<file path="config.mk">
export PLATFORM = sky130hd
export DESIGN_NAME = fd_hazard_ctrl_flat
export DESIGN_NICKNAME = d
export VERILOG_FILES = /design/src/rtl/fd_hazard_ctrl_if.sv /design/src/rtl/fd_hazard_ctrl.sv /design/src/flat_wrapper.sv
export SDC_FILE = /design/constraint.sdc
export NUM_CORES = 1
export LEC_CHECK = 0
export BUFFER_PORTS_ARGS = -buffer_cell sky130_fd_sc_hd__buf_2
export CAP_MARGIN = 15
export CORE_ASPECT_RATIO = 1.2
export CORE_UTILIZATION = 30
export CTS_CLUSTER_DIAMETER = 200
export DETAILED_ROUTE_END_ITERATION = 10
export PLACE_DENSITY = 0.56
export SYNTH_ARGS = -nofsm -noshare
export SYNTH_HDL_FRONTEND = slang
export SYNTH_SLANG_ARGS = --single-unit
</file>
<file path="constraint.sdc">
create_clock -name clk -period 1.8 [get_ports clk]
set_input_delay 0.27 -clock clk [delete_from_list [all_inputs] [get_ports clk]]
set_output_delay 0.27 -clock clk [all_outputs]
set_load 0.05 [all_outputs]
</file>
<file path="src/rtl/fd_hazard_ctrl_if.sv">
// ---------------------------------------------------------------------------
// fd_hazard_ctrl_if
// Bundles the signals exchanged between the WISC pipeline datapath and the
// hazard/stall controller.
//   Decode side   : rsD, rtD, rsValidD, rtValidD, haltD
//   Execute side  : regDstE, memReadE, branchTakenE
//   Memory stalls : imemStallF, dmemStallM
//   Controls out  : pcWriteEn, fdWriteEn, fdFlush, dxWriteEn, dxBubble,
//                   xmWriteEn, mwWriteEn, halted
//   Debug counters: stallCount, flushCount
// Modports: master = pipeline datapath, slave = hazard controller.
// ---------------------------------------------------------------------------
interface fd_hazard_ctrl_if;
  logic [2:0]  rsD;
  logic [2:0]  rtD;
  logic        rsValidD;
  logic        rtValidD;
  logic        haltD;
  logic [2:0]  regDstE;
  logic        memReadE;
  logic        branchTakenE;
  logic        imemStallF;
  logic        dmemStallM;

  logic        pcWriteEn;
  logic        fdWriteEn;
  logic        fdFlush;
  logic        dxWriteEn;
  logic        dxBubble;
  logic        xmWriteEn;
  logic        mwWriteEn;
  logic        halted;
  logic [15:0] stallCount;
  logic [15:0] flushCount;

  modport master (
    output rsD, rtD, rsValidD, rtValidD, haltD,
    output regDstE, memReadE, branchTakenE, imemStallF, dmemStallM,
    input  pcWriteEn, fdWriteEn, fdFlush, dxWriteEn, dxBubble,
    input  xmWriteEn, mwWriteEn, halted, stallCount, flushCount
  );

  modport slave (
    input  rsD, rtD, rsValidD, rtValidD, haltD,
    input  regDstE, memReadE, branchTakenE, imemStallF, dmemStallM,
    output pcWriteEn, fdWriteEn, fdFlush, dxWriteEn, dxBubble,
    output xmWriteEn, mwWriteEn, halted, stallCount, flushCount
  );
endinterface

</file>
<file path="src/rtl/fd_hazard_ctrl.sv">
// ---------------------------------------------------------------------------
// fd_hazard_ctrl
// Hazard and stall controller for the five-stage WISC pipeline. Drives the
// PC / F-D / D-X write enables plus flush and bubble controls, handling
// load-use hazards, taken-branch redirects, instruction/data memory stalls
// and HALT. Also keeps saturating stall and flush event counters.
// Ports:
//   clk : system clock
//   rst : synchronous, active-high reset
//   hz  : fd_hazard_ctrl_if.slave (pipeline inputs, controls, counters)
// All controls are combinational from state and current inputs.
// ---------------------------------------------------------------------------
module fd_hazard_ctrl (
  input logic             clk,
  input logic             rst,
  fd_hazard_ctrl_if.slave hz
);

  typedef enum logic [1:0] {
    RUN       = 2'd0,
    IMEM_WAIT = 2'd1,
    DMEM_WAIT = 2'd2,
    HALT      = 2'd3
  } state_t;

  state_t      state_q, state_d;
  logic [15:0] stall_count_q, stall_count_d;
  logic [15:0] flush_count_q, flush_count_d;

  logic load_use;
  logic pc_we, fd_we, fd_flush, dx_we, dx_bubble, xm_we, mw_we, halted;
  logic stall_inc, flush_inc;

  // Forwarding covers everything else, so only a load feeding the very next
  // instruction needs a stall.
  assign load_use = hz.memReadE &
                    ((hz.rsValidD & (hz.rsD == hz.regDstE)) |
                     (hz.rtValidD & (hz.rtD == hz.regDstE)));

  // Priority table. The wait states produce the same controls as RUN; they
  // only record why the front end is stalled.
  always_comb begin
    pc_we     = 1'b1;
    fd_we     = 1'b1;
    fd_flush  = 1'b0;
    dx_we     = 1'b1;
    dx_bubble = 1'b0;
    xm_we     = 1'b1;
    mw_we     = 1'b1;
    halted    = 1'b0;
    stall_inc = 1'b0;
    flush_inc = 1'b0;
    state_d   = RUN;

    if (rst) begin
      pc_we     = 1'b0;
      fd_we     = 1'b0;
      fd_flush  = 1'b1;
      dx_we     = 1'b0;
      dx_bubble = 1'b1;
      xm_we     = 1'b0;
      mw_we     = 1'b0;
    end else if (state_q == HALT) begin
      // Front end stays stopped; the back end drains behind bubbles unless
      // data memory is holding it.
      state_d   = HALT;
      halted    = 1'b1;
      pc_we     = 1'b0;
      fd_we     = 1'b0;
      dx_bubble = 1'b1;
      if (hz.dmemStallM) begin
        dx_we     = 1'b0;
        dx_bubble = 1'b0;
        xm_we     = 1'b0;
        mw_we     = 1'b0;
      end
    end else if (hz.dmemStallM) begin
      // Freeze everything; a taken branch in E is re-presented afterwards.
      pc_we     = 1'b0;
      fd_we     = 1'b0;
      dx_we     = 1'b0;
      xm_we     = 1'b0;
      mw_we     = 1'b0;
      stall_inc = 1'b1;
      state_d   = DMEM_WAIT;
    end else if (hz.branchTakenE) begin
      fd_flush  = 1'b1;
      dx_bubble = 1'b1;
      flush_inc = 1'b1;
    end else if (load_use) begin
      pc_we     = 1'b0;
      fd_we     = 1'b0;
      dx_bubble = 1'b1;
      stall_inc = 1'b1;
    end else if (hz.haltD) begin
      // HALT itself moves on into execute; the haltD cycle is not a stall.
      pc_we     = 1'b0;
      fd_we     = 1'b0;
      state_d   = HALT;
    end else if (hz.imemStallF) begin
      pc_we     = 1'b0;
      fd_flush  = 1'b1;
      stall_inc = 1'b1;
      state_d   = IMEM_WAIT;
    end

    stall_count_d = stall_count_q;
    if (stall_inc && (stall_count_q != 16'hFFFF)) begin
      stall_count_d = stall_count_q + 16'd1;
    end
    flush_count_d = flush_count_q;
    if (flush_inc && (flush_count_q != 16'hFFFF)) begin
      flush_count_d = flush_count_q + 16'd1;
    end
  end

  always_ff @(posedge clk) begin
    if (rst) begin
      state_q       <= RUN;
      stall_count_q <= 16'd0;
      flush_count_q <= 16'd0;
    end else begin
      state_q       <= state_d;
      stall_count_q <= stall_count_d;
      flush_count_q <= flush_count_d;
    end
  end

  assign hz.pcWriteEn  = pc_we;
  assign hz.fdWriteEn  = fd_we;
  assign hz.fdFlush    = fd_flush;
  assign hz.dxWriteEn  = dx_we;
  assign hz.dxBubble   = dx_bubble;
  assign hz.xmWriteEn  = xm_we;
  assign hz.mwWriteEn  = mw_we;
  assign hz.halted     = halted;
  assign hz.stallCount = stall_count_q;
  assign hz.flushCount = flush_count_q;

endmodule
</file>
<file path="src/flat_wrapper.sv">
// flat-port wrapper written by rule: the top's interface ports become plain ports
module fd_hazard_ctrl_flat 
  (clk, rst, hz_rsD, hz_rtD, hz_rsValidD, hz_rtValidD, hz_haltD, hz_regDstE, hz_memReadE, hz_branchTakenE, hz_imemStallF, hz_dmemStallM, hz_pcWriteEn, hz_fdWriteEn, hz_fdFlush, hz_dxWriteEn, hz_dxBubble, hz_xmWriteEn, hz_mwWriteEn, hz_halted, hz_stallCount, hz_flushCount);
  fd_hazard_ctrl_if hz_i ();
  input logic clk;
  input logic rst;
  input wire logic [$bits(hz_i.rsD)-1:0] hz_rsD;
  input wire logic [$bits(hz_i.rtD)-1:0] hz_rtD;
  input wire logic [$bits(hz_i.rsValidD)-1:0] hz_rsValidD;
  input wire logic [$bits(hz_i.rtValidD)-1:0] hz_rtValidD;
  input wire logic [$bits(hz_i.haltD)-1:0] hz_haltD;
  input wire logic [$bits(hz_i.regDstE)-1:0] hz_regDstE;
  input wire logic [$bits(hz_i.memReadE)-1:0] hz_memReadE;
  input wire logic [$bits(hz_i.branchTakenE)-1:0] hz_branchTakenE;
  input wire logic [$bits(hz_i.imemStallF)-1:0] hz_imemStallF;
  input wire logic [$bits(hz_i.dmemStallM)-1:0] hz_dmemStallM;
  output wire logic [$bits(hz_i.pcWriteEn)-1:0] hz_pcWriteEn;
  output wire logic [$bits(hz_i.fdWriteEn)-1:0] hz_fdWriteEn;
  output wire logic [$bits(hz_i.fdFlush)-1:0] hz_fdFlush;
  output wire logic [$bits(hz_i.dxWriteEn)-1:0] hz_dxWriteEn;
  output wire logic [$bits(hz_i.dxBubble)-1:0] hz_dxBubble;
  output wire logic [$bits(hz_i.xmWriteEn)-1:0] hz_xmWriteEn;
  output wire logic [$bits(hz_i.mwWriteEn)-1:0] hz_mwWriteEn;
  output wire logic [$bits(hz_i.halted)-1:0] hz_halted;
  output wire logic [$bits(hz_i.stallCount)-1:0] hz_stallCount;
  output wire logic [$bits(hz_i.flushCount)-1:0] hz_flushCount;
  assign hz_i.rsD = hz_rsD;
  assign hz_i.rtD = hz_rtD;
  assign hz_i.rsValidD = hz_rsValidD;
  assign hz_i.rtValidD = hz_rtValidD;
  assign hz_i.haltD = hz_haltD;
  assign hz_i.regDstE = hz_regDstE;
  assign hz_i.memReadE = hz_memReadE;
  assign hz_i.branchTakenE = hz_branchTakenE;
  assign hz_i.imemStallF = hz_imemStallF;
  assign hz_i.dmemStallM = hz_dmemStallM;
  assign hz_pcWriteEn = hz_i.pcWriteEn;
  assign hz_fdWriteEn = hz_i.fdWriteEn;
  assign hz_fdFlush = hz_i.fdFlush;
  assign hz_dxWriteEn = hz_i.dxWriteEn;
  assign hz_dxBubble = hz_i.dxBubble;
  assign hz_xmWriteEn = hz_i.xmWriteEn;
  assign hz_mwWriteEn = hz_i.mwWriteEn;
  assign hz_halted = hz_i.halted;
  assign hz_stallCount = hz_i.stallCount;
  assign hz_flushCount = hz_i.flushCount;
  fd_hazard_ctrl u_core (.clk(clk), .rst(rst), .hz(hz_i));
endmodule
</file>
==> results_dict.tcl, run 1 <==
set metrics [dict create \
    outcome "completed" \
    h-tree-depth 2 \
    start_kind "flip-flop" \
    post-dp-hpwl_mm 3.487 \
    port_buffers 57 \
    wire_per_inst_um 12.18 \
    rsz0062_at_grt "yes" \
    first_pass_iters 4 \
    period_share_pct 97.74 \
    drive_above_1_share_pct 49.52 \
    vias 1935 \
    antenna_found_initial 0 \
    core_area_um2 5743 \
    viasPerCell 4.899 \
    synth_cell_type_count 41 \
    die_w_um 72.87 \
    setup_viol 0 \
    synth_flop_cell "dfxtp_1" \
    max_freq_mhz 568.4 \
    n_antenna_cell 0 \
    grt_usage_pct 15.86 \
    ant_nets 0 \
    ys_async_sr_fraction_pct 0 \
    clkTransAtPathRegs_ps 70 \
    area_growth_pct 52.32 \
    required_ps 2010 \
    layout.nets 334 \
    min_period_ps 1759 \
    initialDrtViolationCount 64 \
    synthesis.area_um2 1808 \
    worst_pin_slew_ps 414.1 \
    holdWs_ps 401.1 \
    seq_area_frac_synth_pct 37.65 \
    cts_buffer_depth 2 \
    grt.overflow.total 0 \
    max-vdd-ir-drop_v 0.0004591 \
    rows 30 \
    grt_pass1_wl_mm 7.866 \
    cts_made_buffers 5 \
    synth_edf_count 0 \
    end_kind "flip-flop" \
    worstSkewPairLatency_ps 290 \
    synth_area_per_cell_um2 8.181 \
    die-area_um2 6342 \
    stdcell_count 395 \
    dieHeight_um 87.04 \
    tritoncts "yes" \
    synthesis.instances 221 \
    p_per_area_nw_per_um2 587.3 \
    place_inst 383 \
    gp_congestion 0.7834 \
    nFillCells 585 \
    cts_hold_buf 0 \
    grt_max_degree 36 \
    cp_data_arrival_time_ps 1970 \
    hold_viol 0 \
    initial_core_util_pct 31.48 \
    relSlewSlack_pct 72.40 \
    syn_nets 241 \
    p_leak_uw 0.001117 \
    io_pins 58 \
    root_buffer "clkbuf_8" \
    path_max_fanout 7 \
    numClockSinks 34 \
    routed_wl_mm 4.811 \
    drc_errors 0 \
    slew_violations 0 \
    path_class "reg -> reg" \
    finClkSkew_ps 6.127 \
    grt_pass1_vias 1766 \
    cap_violations 0 \
    hold_path_class "in -> reg" \
    synth-seq-cells 34 \
    synth_warnings 0 \
]
## critical path, cell delays in order (launching register included)
cell and delay (ps):
dfxtp_4 350, ha_4 150, nand3_2 80, nor4_2 50
and3_1 190, a21o_4 240, or4_1 470, a21oi_1 160
## final timing paths
| kind | from | end | slack, ps | cells after the start |
|---|---|---|---|---|
| max | u_core.hz.stallCount[0] | u_core.hz.stallCount[11] | 40 | 7 |
| min | hz_dmemStallM | u_core.state_q[1] | 400 | 4 |
| max reg2reg | u_core.hz.stallCount[0] | u_core.hz.stallCount[11] | 40 | 7 |
| min reg2reg | u_core.hz.stallCount[13] | u_core.hz.stallCount[13] | 480 | 2 |
## Yosys cell counts, types with 2 or more instances
library cell   n  share of area (%)
and2_1         2               0.69
o31ai_1        2               0.83
buf_6          3                1.9
dfxtp_1       34                 38
mux2i_1        2                1.1
a21oi_1       18                5.0
nand4_1        5                1.7
xor2_1         6                2.9
nand3_1       10                2.8
o211ai_1       2               0.83
ha_1           2                1.4
nor3_1         4                1.1
or3_1         14                4.8
nand2_1       25                5.2
xnor2_1       16                7.8
buf_4          2               0.83
o21ai_0       10                2.8
nor4_1         5                1.7
and4_1         3                1.5
o21ai_1        2               0.55
a21o_1         3                1.2
clkbuf_1       2               0.42
or4_1          2               0.83
and3_1         4                1.4
nor2_1        23                4.8
inv_1          5                1.0
## stage by stage
step	worst slack (ps)	power, uW	setup TNS [ps]	cell area, um2	util (%)
finish	40.65	1617	0	2754	47.95
CTS	7.238	1616	0	2605	45.36
global route	-29.05	1692	-120.3	2754	47.95
detailed placement	-132.8	1005	-1579	2469	42.98
floorplan	-29.27	917.7	-48.61	1888	-
global placement	-114.4	1002	-1376	2469	42.98
## flip-flops by register name (all words and copies together) (netlist names)
register	flops
u_core.hz.flushCount	16
u_core.hz.stallCount	16
u_core.state_q	2
## where the power goes
group          leakage, uW  internal, uW  switching, uW
registers         0.000291           747           7.58
logic             0.000778           118            154
clock network    0.0000482           309            282
total              0.00112          1170            444
## placed cells by master (no fill, tap or decap), types with 3 or more instances in the layout
| cell type | n |
|---|---|
| a21oi_1 | 11 |
| a21oi_2 | 7 |
| and3_1 | 4 |
| buf_2 | 54 |
| buf_4 | 34 |
| clkbuf_8 | 6 |
| dfxtp_1 | 8 |
| dfxtp_2 | 15 |
| dfxtp_4 | 11 |
| inv_1 | 5 |
| nand2_1 | 24 |
| nand3_1 | 8 |
| nand4_1 | 5 |
| nor2_1 | 21 |
| nor3_1 | 3 |
| nor4_1 | 4 |
| o21ai_0 | 7 |
| o21ai_2 | 3 |
| or3_1 | 12 |
| xnor2_1 | 14 |
| xor2_1 | 6 |
## final cells by class
| type | count | area [um2] | share of cell area, % |
|---|---|---|---|
| multi-input combinational | 174 | 1175 | 42.66 |
| timing repair buffer | 94 | 628.1 | 22.81 |
| tap | 80 | 100.1 | 3.635 |
| clock buffer | 7 | 86.33 | 3.135 |
| inverter | 5 | 18.77 | 0.6815 |
| clock inverter | 1 | 5.005 | 0.1817 |
| sequential | 34 | 740.7 | 26.90 |
## kinds of logic (layout without fill, tap and decap cells)
kind of cell	count (synthesis)	in the layout	share of synthesized area (%)
fa+ha+maj	2	2	1.384
simple gates	101	101	28.37
compound gates	47	47	16.19
buf+inv	13	107	4.637
mux	2	2	1.107
xor+xnor	22	22	10.66
flops	34	34	37.65
## layer usage
metal | vias up | GRT usage [%] | share of wire, %
li1 | 989 | - | -
met1 | 900 | 17.65 | 43
met2 | 40 | 29.06 | 51
met3 | 6 | 3.935 | 4.4
met4 | 0 | 5.348 | 1.3
met5 | - | 0 | 0
## repair_timing
item                                    4_1_cts  5_1_grt
cloned                                        1        1
endpoints found under the setup margin        6       20
resized for setup                             5       31
pin swaps                                     2       14
buffers inserted                              1        1
No activity file was read; power rests on OpenSTA's default activity.
==> inputs of run 2 (changes only) <==
SETUP_SLACK_MARGIN = 0.5   (was not set)
==> run 2 against run 1 <==
Against the previous run:
- the run now ends with setup timing left
- sequential cell count unchanged
- sequential share of layout area decreased by 3.5 points
- via count increased by 5.3%
- fmax decreased by 2.7%
- critical path depth increased by 1
- design area increased by 20%
- clock-buffer cell count unchanged
- wire length increased by 19%
- final cell count increased by 3.8%
==> results_dict.tcl, run 2 (same netlist as run 1, synthesis figures left out) <==
set metrics [dict create \
    drc_errors 0 \
    path_class "reg -> reg" \
    nFillCells 497 \
    first_pass_iters 4 \
    crit_start "u_core.hz.stallCount[1]" \
    path_cells "ha_4 > nand3_4 > nor4_2 > and3_1 > a21o_4 > buf_12 > or4_1 > a21oi_1" \
    grt_pass1_vias 1905 \
    stdcell_count 410 \
    path_max_fanout 13 \
    cts_made_buffers 5 \
    setup_slack_ps -8.313 \
    fin_area_um2 3314 \
    cts_buffer_depth 2 \
    reg2reg_depth 8 \
    cp-endpoint "u_core.hz.stallCount[9]" \
    worstSkewPairLatency_ps 280 \
    grt_pass1_wl_mm 8.825 \
    p_per_area_nw_per_um2 506.1 \
    end_kind "flip-flop" \
    cp_data_arrival_time_ps 2020 \
    holdWs_ps 307.6 \
    required_ps 2010 \
    grt.overflow.total 0 \
    path_delay_family "simple AND/OR/NAND/NOR gates" \
    setup_viol 1 \
    slowest_stage "or4_1" \
    cts_hold_buf 0 \
    fin_util_pct 57.71 \
    io_pins 58 \
    period_share_pct 100.5 \
    n_antenna_cell 0 \
    cap_violations 0 \
    drive_above_1_share_pct 59.70 \
    numClockSinks 34 \
    gp_congestion 0.7492 \
    place_inst 378 \
    area_growth_pct 83.32 \
    worst_pin_slew_ps 338.6 \
    slowest_delay_ps 460 \
    grt_max_degree 36 \
    clkTransAtPathRegs_ps 70 \
    max-vdd-ir-drop_v 0.0003149 \
    slew_violations 0 \
    hold_path_class "in -> reg" \
    wire_per_inst_um 13.92 \
    port_buffers 57 \
    max_freq_mhz 553.0 \
    grt_usage_pct 18.01 \
    ant_nets 0 \
    outcome "complete, but fails checks" \
    initial_core_util_pct 31.48 \
    dieHeight_um 87.04 \
    post-dp-hpwl_mm 3.477 \
    p_leak_uw 0.001425 \
    layout_commonest_cell "buf_4" \
    h-tree-depth 2 \
    viasPerCell 4.971 \
    cp_num_cells 8 \
    layout.nets 349 \
    violations "setup timing" \
    min_period_ps 1808 \
    r2r_end "u_core.hz.stallCount[9]" \
    core_area_um2 5743 \
    die_w_um 72.87 \
    rows 30 \
    antenna_found_initial 0 \
    vias 2038 \
    start_kind "flip-flop" \
    relSlewSlack_pct 77.37 \
    regToRegSetupSlack_ps -8 \
    mostFrequentLayoutCells "buf_4 (47), buf_2 (29), dfxtp_4 (21)" \
    finClkSkew_ps 3.551 \
    root_buffer "clkbuf_8" \
    hold_viol 0 \
    routed_wl_mm 5.706 \
    reg2reg_from "u_core.hz.stallCount[1]" \
    rsz0062_at_grt "yes" \
    die-area_um2 6342 \
    placed_cell_area_um2 2574 \
    initialDrtViolationCount 80 \
    crit_buf_inv 1 \
    tritoncts "yes" \
]
==> run 2: worst min path at each step <==
| stage | from | endpoint | depth (start not counted) |
|---|---|---|---|
| floorplan | hz_haltD | u_core.state_q[1] | 2 |
| global placement | u_core.hz.stallCount[5] | u_core.hz.stallCount[5] | 1 |
| detailed placement | u_core.hz.stallCount[5] | u_core.hz.stallCount[5] | 1 |
| CTS | hz_haltD | u_core.state_q[1] | 3 |
| global route | hz_haltD | u_core.state_q[1] | 3 |
| finish | hz_haltD | u_core.state_q[1] | 3 |
==> run 2: layout make-up <==
| class | instances | area, um2 | area share [%] |
|---|---|---|---|
| sequential | 34 | 774.5 | 23.37 |
| clock inverter | 1 | 5.005 | 0.1510 |
| multi-input combinational | 174 | 1425 | 43.00 |
| inverter | 5 | 18.77 | 0.5663 |
| timing repair buffer | 109 | 904.6 | 27.29 |
| tap | 80 | 100.1 | 3.020 |
| clock buffer | 7 | 86.33 | 2.605 |
==> run 2: stage by stage <==
step	setup slack, ps	setup TNS (ps)	power [uW]
finish	-8.313	-8.313	1678
global route	-92.63	-500.6	1751
CTS	-5.561	-5.561	1678
detailed placement	-165.8	-778.1	1003
global placement	-145.2	-598.1	998.8
floorplan	-7.270	-7.270	917.7
==> run 2: where the power goes <==
part	switching (uW)	total, uW	internal [uW]
combinational	179	347	168
sequential	10.5	746	735
clock	276	585	309
total	465	1680	1210
==> run 2: repair_timing <==
item	in CTS	in global routing
gates resized for setup	71	33
pin swaps	35	29
cloned	1	1
setup buffers	17	5
endpoints found under the setup margin	43	47
==> run 2: worst reg2reg max path, stage by stage, from the launching register on <==
cell	delay, ps
dfxtp_4	350
ha_4	170
nand3_4	90
nor4_2	50
and3_1	180
a21o_4	190
buf_12	130
or4_1	460
a21oi_1	120
==> run 2: routing by layer <==
layer | part of all wire, % | vias up | wire length, um | GRT usage [%]
met2 | 51 | 46 | 2935 | 30.08
met1 | 43 | 966 | 2444 | 22.11
met4 | 2.4 | 0 | 138 | 7.843
met5 | 0 | - | 0 | 0
met3 | 3.3 | 13 | 186 | 3.935
li1 | - | 1013 | - | -
